## src/rtl/pll_reset_sequencer_pkg.sv

```systemverilog
// Shared definitions for the PLL reset sequencer: state encodings and
// default timing constants, imported by the top level and its users so
// that every instance agrees on encodings and nominal timing.
package pll_reset_sequencer_pkg;

  // Sequencer states. Encodings are fixed so external debug taps and
  // logic analyser decodes stay stable across revisions.
  typedef enum logic [1:0] {
    RESET_PLL = 2'd0,
    WAIT_LOCK = 2'd1,
    STABLE    = 2'd2,
    RUN       = 2'd3
  } seq_state_e;

  // Nominal timing for a 50 MHz sequencing clock.
  localparam int DEF_RST_CYCLES    = 8;
  localparam int DEF_LOCK_TIMEOUT  = 50000;  // 1 ms
  localparam int DEF_STABLE_CYCLES = 1024;
  localparam int DEF_SYNC_STAGES   = 2;
  localparam int DEF_RETRY_W       = 4;

  function automatic int max3(input int a, input int b, input int c);
    int m;
    m = (a > b) ? a : b;
    return (m > c) ? m : c;
  endfunction

endpackage

```

## src/rtl/pll_reset_sequencer_sync_bit.sv

```systemverilog
// Purpose: multi-flop synchroniser for a single asynchronous level.
// Latency: STAGES clk edges from input change to q.
// Backpressure: none, free-running level path.
// Ports: clk, rst_n (async active-low clear), d (async input), q (synchronised).
module sync_bit #(
  parameter int STAGES = 2
) (
  input  logic clk,
  input  logic rst_n,
  input  logic d,
  output logic q
);

  logic [STAGES-1:0] chain;

  always_ff @(posedge clk or negedge rst_n) begin
    if (!rst_n) begin
      chain <= '0;
    end else begin
      chain <= {chain[STAGES-2:0], d};
    end
  end

  assign q = chain[STAGES-1];

endmodule

```

## src/rtl/pll_reset_sequencer.sv

```systemverilog
// Purpose: pulse PLL reset, wait for stable lock, then release system reset; retry on lock timeout.
// Latency: sys_reset_n/ready rise SYNC_STAGES+STABLE_CYCLES cycles after pll_locked is first sampled high.
// Backpressure: none; all outputs are registered levels/pulses on clock50.
// Ports: clock50, reset_n (async active-low), pll_locked (async), reboot (level request)
//        -> pll_reset, sys_reset_n, ready, lock_lost (1-cycle pulse), retries (saturating).
module pll_reset_sequencer
  import pll_reset_sequencer_pkg::*;
#(
  parameter int RST_CYCLES    = DEF_RST_CYCLES,
  parameter int LOCK_TIMEOUT  = DEF_LOCK_TIMEOUT,
  parameter int STABLE_CYCLES = DEF_STABLE_CYCLES,
  parameter int SYNC_STAGES   = DEF_SYNC_STAGES,
  parameter int RETRY_W       = DEF_RETRY_W
) (
  input  logic               clock50,
  input  logic               reset_n,
  input  logic               pll_locked,
  input  logic               reboot,
  output logic               pll_reset,
  output logic               sys_reset_n,
  output logic               ready,
  output logic               lock_lost,
  output logic [RETRY_W-1:0] retries
);

  localparam int MAX_CNT = max3(RST_CYCLES, LOCK_TIMEOUT, STABLE_CYCLES);
  localparam int CNT_W   = (MAX_CNT > 1) ? $clog2(MAX_CNT) : 1;

  localparam logic [CNT_W-1:0] RST_LAST    = CNT_W'(RST_CYCLES - 1);
  localparam logic [CNT_W-1:0] LOCK_LAST   = CNT_W'(LOCK_TIMEOUT - 1);
  localparam logic [CNT_W-1:0] STABLE_LAST = CNT_W'(STABLE_CYCLES - 1);

  seq_state_e       state, state_n;
  logic [CNT_W-1:0] cnt;
  logic             locked_s;
  logic             lost_n;
  logic             retry_inc;

  sync_bit #(.STAGES(SYNC_STAGES)) u_lock_sync (
    .clk   (clock50),
    .rst_n (reset_n),
    .d     (pll_locked),
    .q     (locked_s)
  );

  // Next-state: reboot beats lock events, which beat counter expiry.
  // reboot is deliberately not looked at in RESET_PLL so the pulse width is fixed.
  always_comb begin
    state_n   = state;
    lost_n    = 1'b0;
    retry_inc = 1'b0;
    case (state)
      RESET_PLL: begin
        if (cnt == RST_LAST) state_n = WAIT_LOCK;
      end
      WAIT_LOCK: begin
        if (reboot) begin
          state_n = RESET_PLL;
        end else if (locked_s) begin
          state_n = STABLE;
        end else if (cnt == LOCK_LAST) begin
          state_n   = RESET_PLL;
          retry_inc = 1'b1;
        end
      end
      STABLE: begin
        if (reboot) begin
          state_n = RESET_PLL;
        end else if (!locked_s) begin
          state_n = WAIT_LOCK;
        end else if (cnt == STABLE_LAST) begin
          state_n = RUN;
        end
      end
      RUN: begin
        if (reboot) begin
          state_n = RESET_PLL;
        end else if (!locked_s) begin
          // Lock dropped: hunt for lock again without re-pulsing the PLL.
          state_n = WAIT_LOCK;
          lost_n  = 1'b1;
        end
      end
      default: state_n = RESET_PLL;
    endcase
  end

  always_ff @(posedge clock50 or negedge reset_n) begin
    if (!reset_n) begin
      state       <= RESET_PLL;
      cnt         <= '0;
      retries     <= '0;
      pll_reset   <= 1'b1;
      sys_reset_n <= 1'b0;
      ready       <= 1'b0;
      lock_lost   <= 1'b0;
    end else begin
      state <= state_n;
      // Counter restarts on every state change; RUN has no terminal count,
      // so it is held there rather than left to wrap.
      if (state_n != state || state == RUN) begin
        cnt <= '0;
      end else begin
        cnt <= cnt + 1'b1;
      end
      if (retry_inc && retries != '1) begin
        retries <= retries + 1'b1;
      end
      // Outputs decoded from next state so they are glitch-free flops that
      // change on the same edge as the state.
      pll_reset   <= (state_n == RESET_PLL);
      sys_reset_n <= (state_n == RUN);
      ready       <= (state_n == RUN);
      lock_lost   <= lost_n;
    end
  end

endmodule

```

## config.mk

```make
export PLATFORM = sky130hd
export DESIGN_NAME = pll_reset_sequencer
export DESIGN_NICKNAME = d
export VERILOG_FILES = /design/src/rtl/pll_reset_sequencer_pkg.sv /design/src/rtl/pll_reset_sequencer_sync_bit.sv /design/src/rtl/pll_reset_sequencer.sv
export SDC_FILE = /design/constraint.sdc
export NUM_CORES = 1
export LEC_CHECK = 0
export BUFFER_PORTS_ARGS = -buffer_cell sky130_fd_sc_hd__buf_4
export CORE_MARGIN = 5
export CORE_UTILIZATION = 60
export DETAILED_ROUTE_END_ITERATION = 16
export GPL_TIMING_DRIVEN = 0
export HOLD_SLACK_MARGIN = 0.15
export PLACE_DENSITY = 0.77
export SLEW_MARGIN = 20
export SYNTH_ARGS = -nofsm -noshare
export SYNTH_HDL_FRONTEND = slang
export SYNTH_SLANG_ARGS = --single-unit
```

## constraint.sdc

```tcl
create_clock -name clock50 -period 5.6 [get_ports clock50]
set_clock_uncertainty 0.1 [all_clocks]
set_input_delay 1.12 -clock clock50 [delete_from_list [all_inputs] [get_ports clock50]]
set_output_delay 1.12 -clock clock50 [all_outputs]
set_load 0.03 [all_outputs]
```

Word level (Yosys, flattened, before mapping)
Cells that the tools add are included.
Cells by class
  $add $sub $neg: 2
  equal/unequal tests: 9
  mux-type cells: 18
  reduce and logical (&&, ||, !) cells: 4
Operator list (number)
  2-to-1 mux 2 bit: 9
  adder 16 x 1 -> 16 bit, second input constant: 1
  == test 16 x 10 -> 1 bit, second input constant: 1
  == test 16 bit, second input constant: 1
  == test 16 x 3 -> 1 bit, second input constant: 1
  2-to-1 mux 16 bit: 1
  case mux 2 bit (4 select lines): 1
  2-to-1 mux 1 bit: 7
  == test 2 bit, second input constant: 3
  adder 4 x 1 -> 4 bit, second input constant: 1
  logical NOT 2 bit: 2
  != test 4 bit, second input constant: 1
  == test 2 x 1 -> 1 bit, second input constant: 1
  != test 2 bit: 1
  logical AND 1 bit: 1
  logical OR 1 bit: 1
Word-level totals
  register bits: 27
  bits of input ports: 4
  output and inout bits: 8
  logic and storage cells: 40

Longest topological paths before layout
  word-level depth: 8
  depth in mapped cells: 8
  mapped depth without buffers: 6

Hierarchy
From an unflattened synthesis, not the netlist that was laid out.
Second synthesis, totals
  cell total of the unflattened synthesis: 129
  area, all modules: 1388.8 um^2
Modules (own cells, without submodules)
  pll_reset_sequencer: times used 1, cells each 127, area each 1338.8 um^2, sequential area each 626.9 um^2
  sync_bit: times used 1, cells each 2, area each 50.0 um^2, sequential area each 50.0 um^2

Least setup slack after synthesis
OpenSTA, ideal clock, no wires.
  kind: in2reg
  start: input reboot
  end: register cnt[10]
  setup time: 0.071 ns
  arrival: 2.130 ns
  data required time: 5.429 ns
  path slack: 3.299 ns
  stages: 7
  path buffers: 2
  path through: nand2b_1 > nand2_1 > o211ai_1 > or3_1 > buf_2 > buf_4 > nor2_1
On the way
  word-level cells in the longest chain between the ends: 5
  elaborated cells between the ends (all ways): 7
  classes of those cells: eq/ne (1); mux (5); reduce/logical (1)
RTL lines
  start: declaration: line pll_reset_sequencer.sv:18  | input logic reboot,
  2-to-1 mux 2 bit, on equally long branches: line pll_reset_sequencer.sv:76, pll_reset_sequencer.sv:57, pll_reset_sequencer.sv:67
  case mux 2 bit (4 select lines) *: line pll_reset_sequencer.sv:52  | case (state)
  != test 2 bit *: line pll_reset_sequencer.sv:101  | if (state_n != state || state == RUN) begin
  logical OR 1 bit *: line pll_reset_sequencer.sv:101
  2-to-1 mux 16 bit *: line pll_reset_sequencer.sv:101
  end signal: assignment: line pll_reset_sequencer.sv:104  | cnt <= cnt + 1'b1;
  end: declaration: line pll_reset_sequencer.sv:34  | logic [CNT_W-1:0] cnt;
Every way passes the cells marked *; elsewhere a longest branch is shown, timed or not.
A chain may end at the register's enable or synchronous reset.

Worst setup path in the final report
  start: register cnt[13]
  end: register cnt[8]
On the way
  word-level cells in the longest chain between the ends: 8
  elaborated cells between the ends (all ways): 14
  classes of those cells: eq/ne (4); mux (9); reduce/logical (1)
RTL lines (line)
  == test 16 x 10 -> 1 bit or == test 16 bit (tied branches): pll_reset_sequencer.sv:71, pll_reset_sequencer.sv:61
  2-to-1 mux 2 bit, on equally long branches: pll_reset_sequencer.sv:71, pll_reset_sequencer.sv:61
  2-to-1 mux 2 bit, on equally long branches: pll_reset_sequencer.sv:69, pll_reset_sequencer.sv:59
  2-to-1 mux 2 bit, on equally long branches: pll_reset_sequencer.sv:67, pll_reset_sequencer.sv:57
  case mux 2 bit (4 select lines) *: pll_reset_sequencer.sv:52
  != test 2 bit *: pll_reset_sequencer.sv:101
  logical OR 1 bit *: pll_reset_sequencer.sv:101
  2-to-1 mux 16 bit *: pll_reset_sequencer.sv:101
Marks and branches as above.

==> results.json <==
{
  "status": "finished clean",
  "fin_crit_sh_pct": 43.1,
  "postSynthCellCount": 123,
  "cts_max_path_buffers": 2,
  "clk-insertion-delay-late_ns": 0.32,
  "post-route-min-period_ns": 2.42,
  "syn_nets": 129,
  "first_iter_violations": 28,
  "die_w_um": 56.3,
  "slew_headroom_pct": 67.2,
  "overflow": 0,
  "vias": 920,
  "stdcell_count": 165,
  "post-route-drc-count": 0,
  "filler_cell_count": 161,
  "worstPathRequired_ns": 5.72,
  "routed_wl_um": 2290,
  "place_area_um2": 1400,
  "drv_slew": 0,
  "ctsHoldBuffers": 0,
  "synth_cell_type_count": 30,
  "htreeDepth": 1,
  "dp_cells": 161,
  "port_buffers": 11,
  "coreArea_um2": 2000,
  "grt_setup_unrepaired": "no",
  "arrival_ns": 2.54,
  "yosysTopAreaCellShare_pct": 50.6,
  "tightest_slew_ns": 0.489,
  "cts_inserted_buffers": 3,
  "die_h_um": 56.3,
  "areaGrowthSynthToFinish_pct": 11.4,
  "fin_nets": 145,
  "postSynthAreaPerCell_um2": 10.4,
  "yosysWarnings": 0,
  "async_flop_share_pct": 100,
  "fin_area_um2": 1430,
  "netlist_area_um2": 1280,
  "die-area_um2": 3170,
  "clock-root-buffer": "clkbuf_4",
  "grt_pass1_wl_um": 4010,
  "timing.setup.tns_ns": 0,
  "gp_congestion": 0.822,
  "place_worst_setup_slack_ns": 3.05,
  "synth.top_cells.by_count": "dfrtp_1, nor2_1, xor2_1",
  "synth-main-ff-cell": "dfrtp_1",
  "post-synth-top-count-cell": "dfrtp_1",
  "finalPower_mw": 0.457,
  "ys_ff_latch": 27,
  "cts.sinks": 27,
  "viasPerCell": 5.58,
  "path_clk_slew_ns": 0.15,
  "firstDrtPassIters": 4,
  "endpoint_kind": "register",
  "dp_hpwl_um": 1730,
  "synth-seq-area-share_pct": 52.7,
  "p_leak_nw": 0.657,
  "drive_gt1_share_pct": 15.9,
  "ios": 12,
  "min_path_type": "reg -> reg",
  "fmax_mhz": 414,
  "setup_viol": 0,
  "setup_slack_ns": 3.18,
  "grt_max_degree": 28,
  "rows": 16,
  "finalHoldViolCount": 0,
  "antenna_found_initial": 0,
  "grt_pass1_vias": 902,
  "cap_violations": 0,
  "grt_usage_pct": 15.7,
  "ant_nets": 0,
  "cp-start-kind": "register",
  "detail_route.wl_per_cell_um": 13.8,
  "cts_resized": 0,
  "vdd_ir_drop_max_mv": 0.224,
  "setup.worst_path.class": "reg -> reg",
  "powerDensity_nw_per_um2": 319,
  "synth_edf_count": 0,
  "yosysTopAreaCell": "dfrtp_1",
  "post_cts_buffers": 0,
  "cts_tree": "done",
  "antenna_cells": 0,
  "synth.area.top_cells": "dfrtp_1, nor2_1, xor2_1",
  "start_util_pct": 64.2,
  "crit_path_max_fanout": 10
}
[cell type report]
cell class | count | area [um^2] | area share (%)
Tap cell | 27 | 33.8 | 2.36
Clock inverter | 1 | 7.51 | 0.524
Inverter | 4 | 15.0 | 1.05
Multi-Input combinational cell | 88 | 568 | 39.7
Clock buffer | 3 | 22.5 | 1.57
Sequential cell | 27 | 677 | 47.3
Buffer | 4 | 25.0 | 1.75
Timing Repair Buffer | 11 | 82.6 | 5.77
[critical path: stages (launching register included)]
cell	delay, ns
dfrtp_1	0.45
nor4_1	0.41
or4b_1	0.52
a221oi_1	0.28
or3_1	0.13
buf_2	0.17
buf_4	0.19
nor2_1	0.06
[metal layers]
layer	routed length (um)	vias up	global-route usage, %
li1	-	448	-
met1	1120	456	21.7
met2	1090	14	24.9
met3	66	2	2.29
met4	12	0	5.76
met5	0	-	0
[worst paths after layout]
| path | from | endpoint | slack (ns) | depth (start not counted) |
|---|---|---|---|---|
| hold reg to reg | u_lock_sync.chain[0] | u_lock_sync.chain[1] | 0.28 | 0 |
| max in group asynchronous | reset_n | pll_reset | 4.53 | 1 |
| setup / recovery | cnt[13] | cnt[8] | 3.18 | 7 |
| setup reg to reg | cnt[13] | cnt[8] | 3.18 | 7 |
| hold / removal | u_lock_sync.chain[0] | u_lock_sync.chain[1] | 0.28 | 0 |
| min in group asynchronous | reset_n | cnt[5] | 0.58 | 1 |
[sequential cells by signal, summed over array words and instances, names as in the netlist]
| signal | count |
|---|---|
| state | 2 |
| retries | 4 |
| u_lock_sync.chain | 2 |
| ready | 1 |
| lock_lost | 1 |
| pll_reset | 1 |
| cnt | 16 |
[per-stage QoR]
stage	hold WS, ns	util, %
2_1_floorplan	0.231	-
3_3_place_gp	0.239	70.0
3_5_place_dp	0.247	70.0
4_1_cts	0.280	71.5
5_1_grt	0.295	71.5
6_report	0.279	71.5
[cells in the final DEF (no fill, tap or decap), drive strengths merged]
cell type and count:
or3 3, a311oi 1, a21oi 1, inv 4, nor2 24, buf 15
xor2 9, a221oi 1, xnor2 8, clkinvlp 1, clkbuf 3, nor2b 2
nand2b 2, nand4 5, ha 2, nand2 7, a311o 1, or4b 1
or4 1, or3b 1, nand3 6, dfstp 1, and3 2, mux2 1
o21ai 1, nor3 3, o211ai 1, dfrtp 26, and2 1, nand4bb 2
nor4 2
[report_power, final]
part / total, mW / internal [mW] / switching (mW)
Sequential: 0.242 / 0.222 / 0.0197
Clock: 0.0848 / 0.0273 / 0.0575
Combinational: 0.130 / 0.0506 / 0.0793
[cells by family (layout without fill, tap and decap cells)]
group,Yosys count,in the layout,synth area share (%)
and+or+nand+nor,62,62,24.9
DFF,27,27,52.7
xor gates and xnor gates,17,17,11.6
buffers and inverters,8,23,3.12
AOI/OAI and AO/OA,6,6,4.87
adders and majority gates,2,2,1.95
muxes,1,1,0.876
No activity file was read; power rests on OpenSTA's default activity.
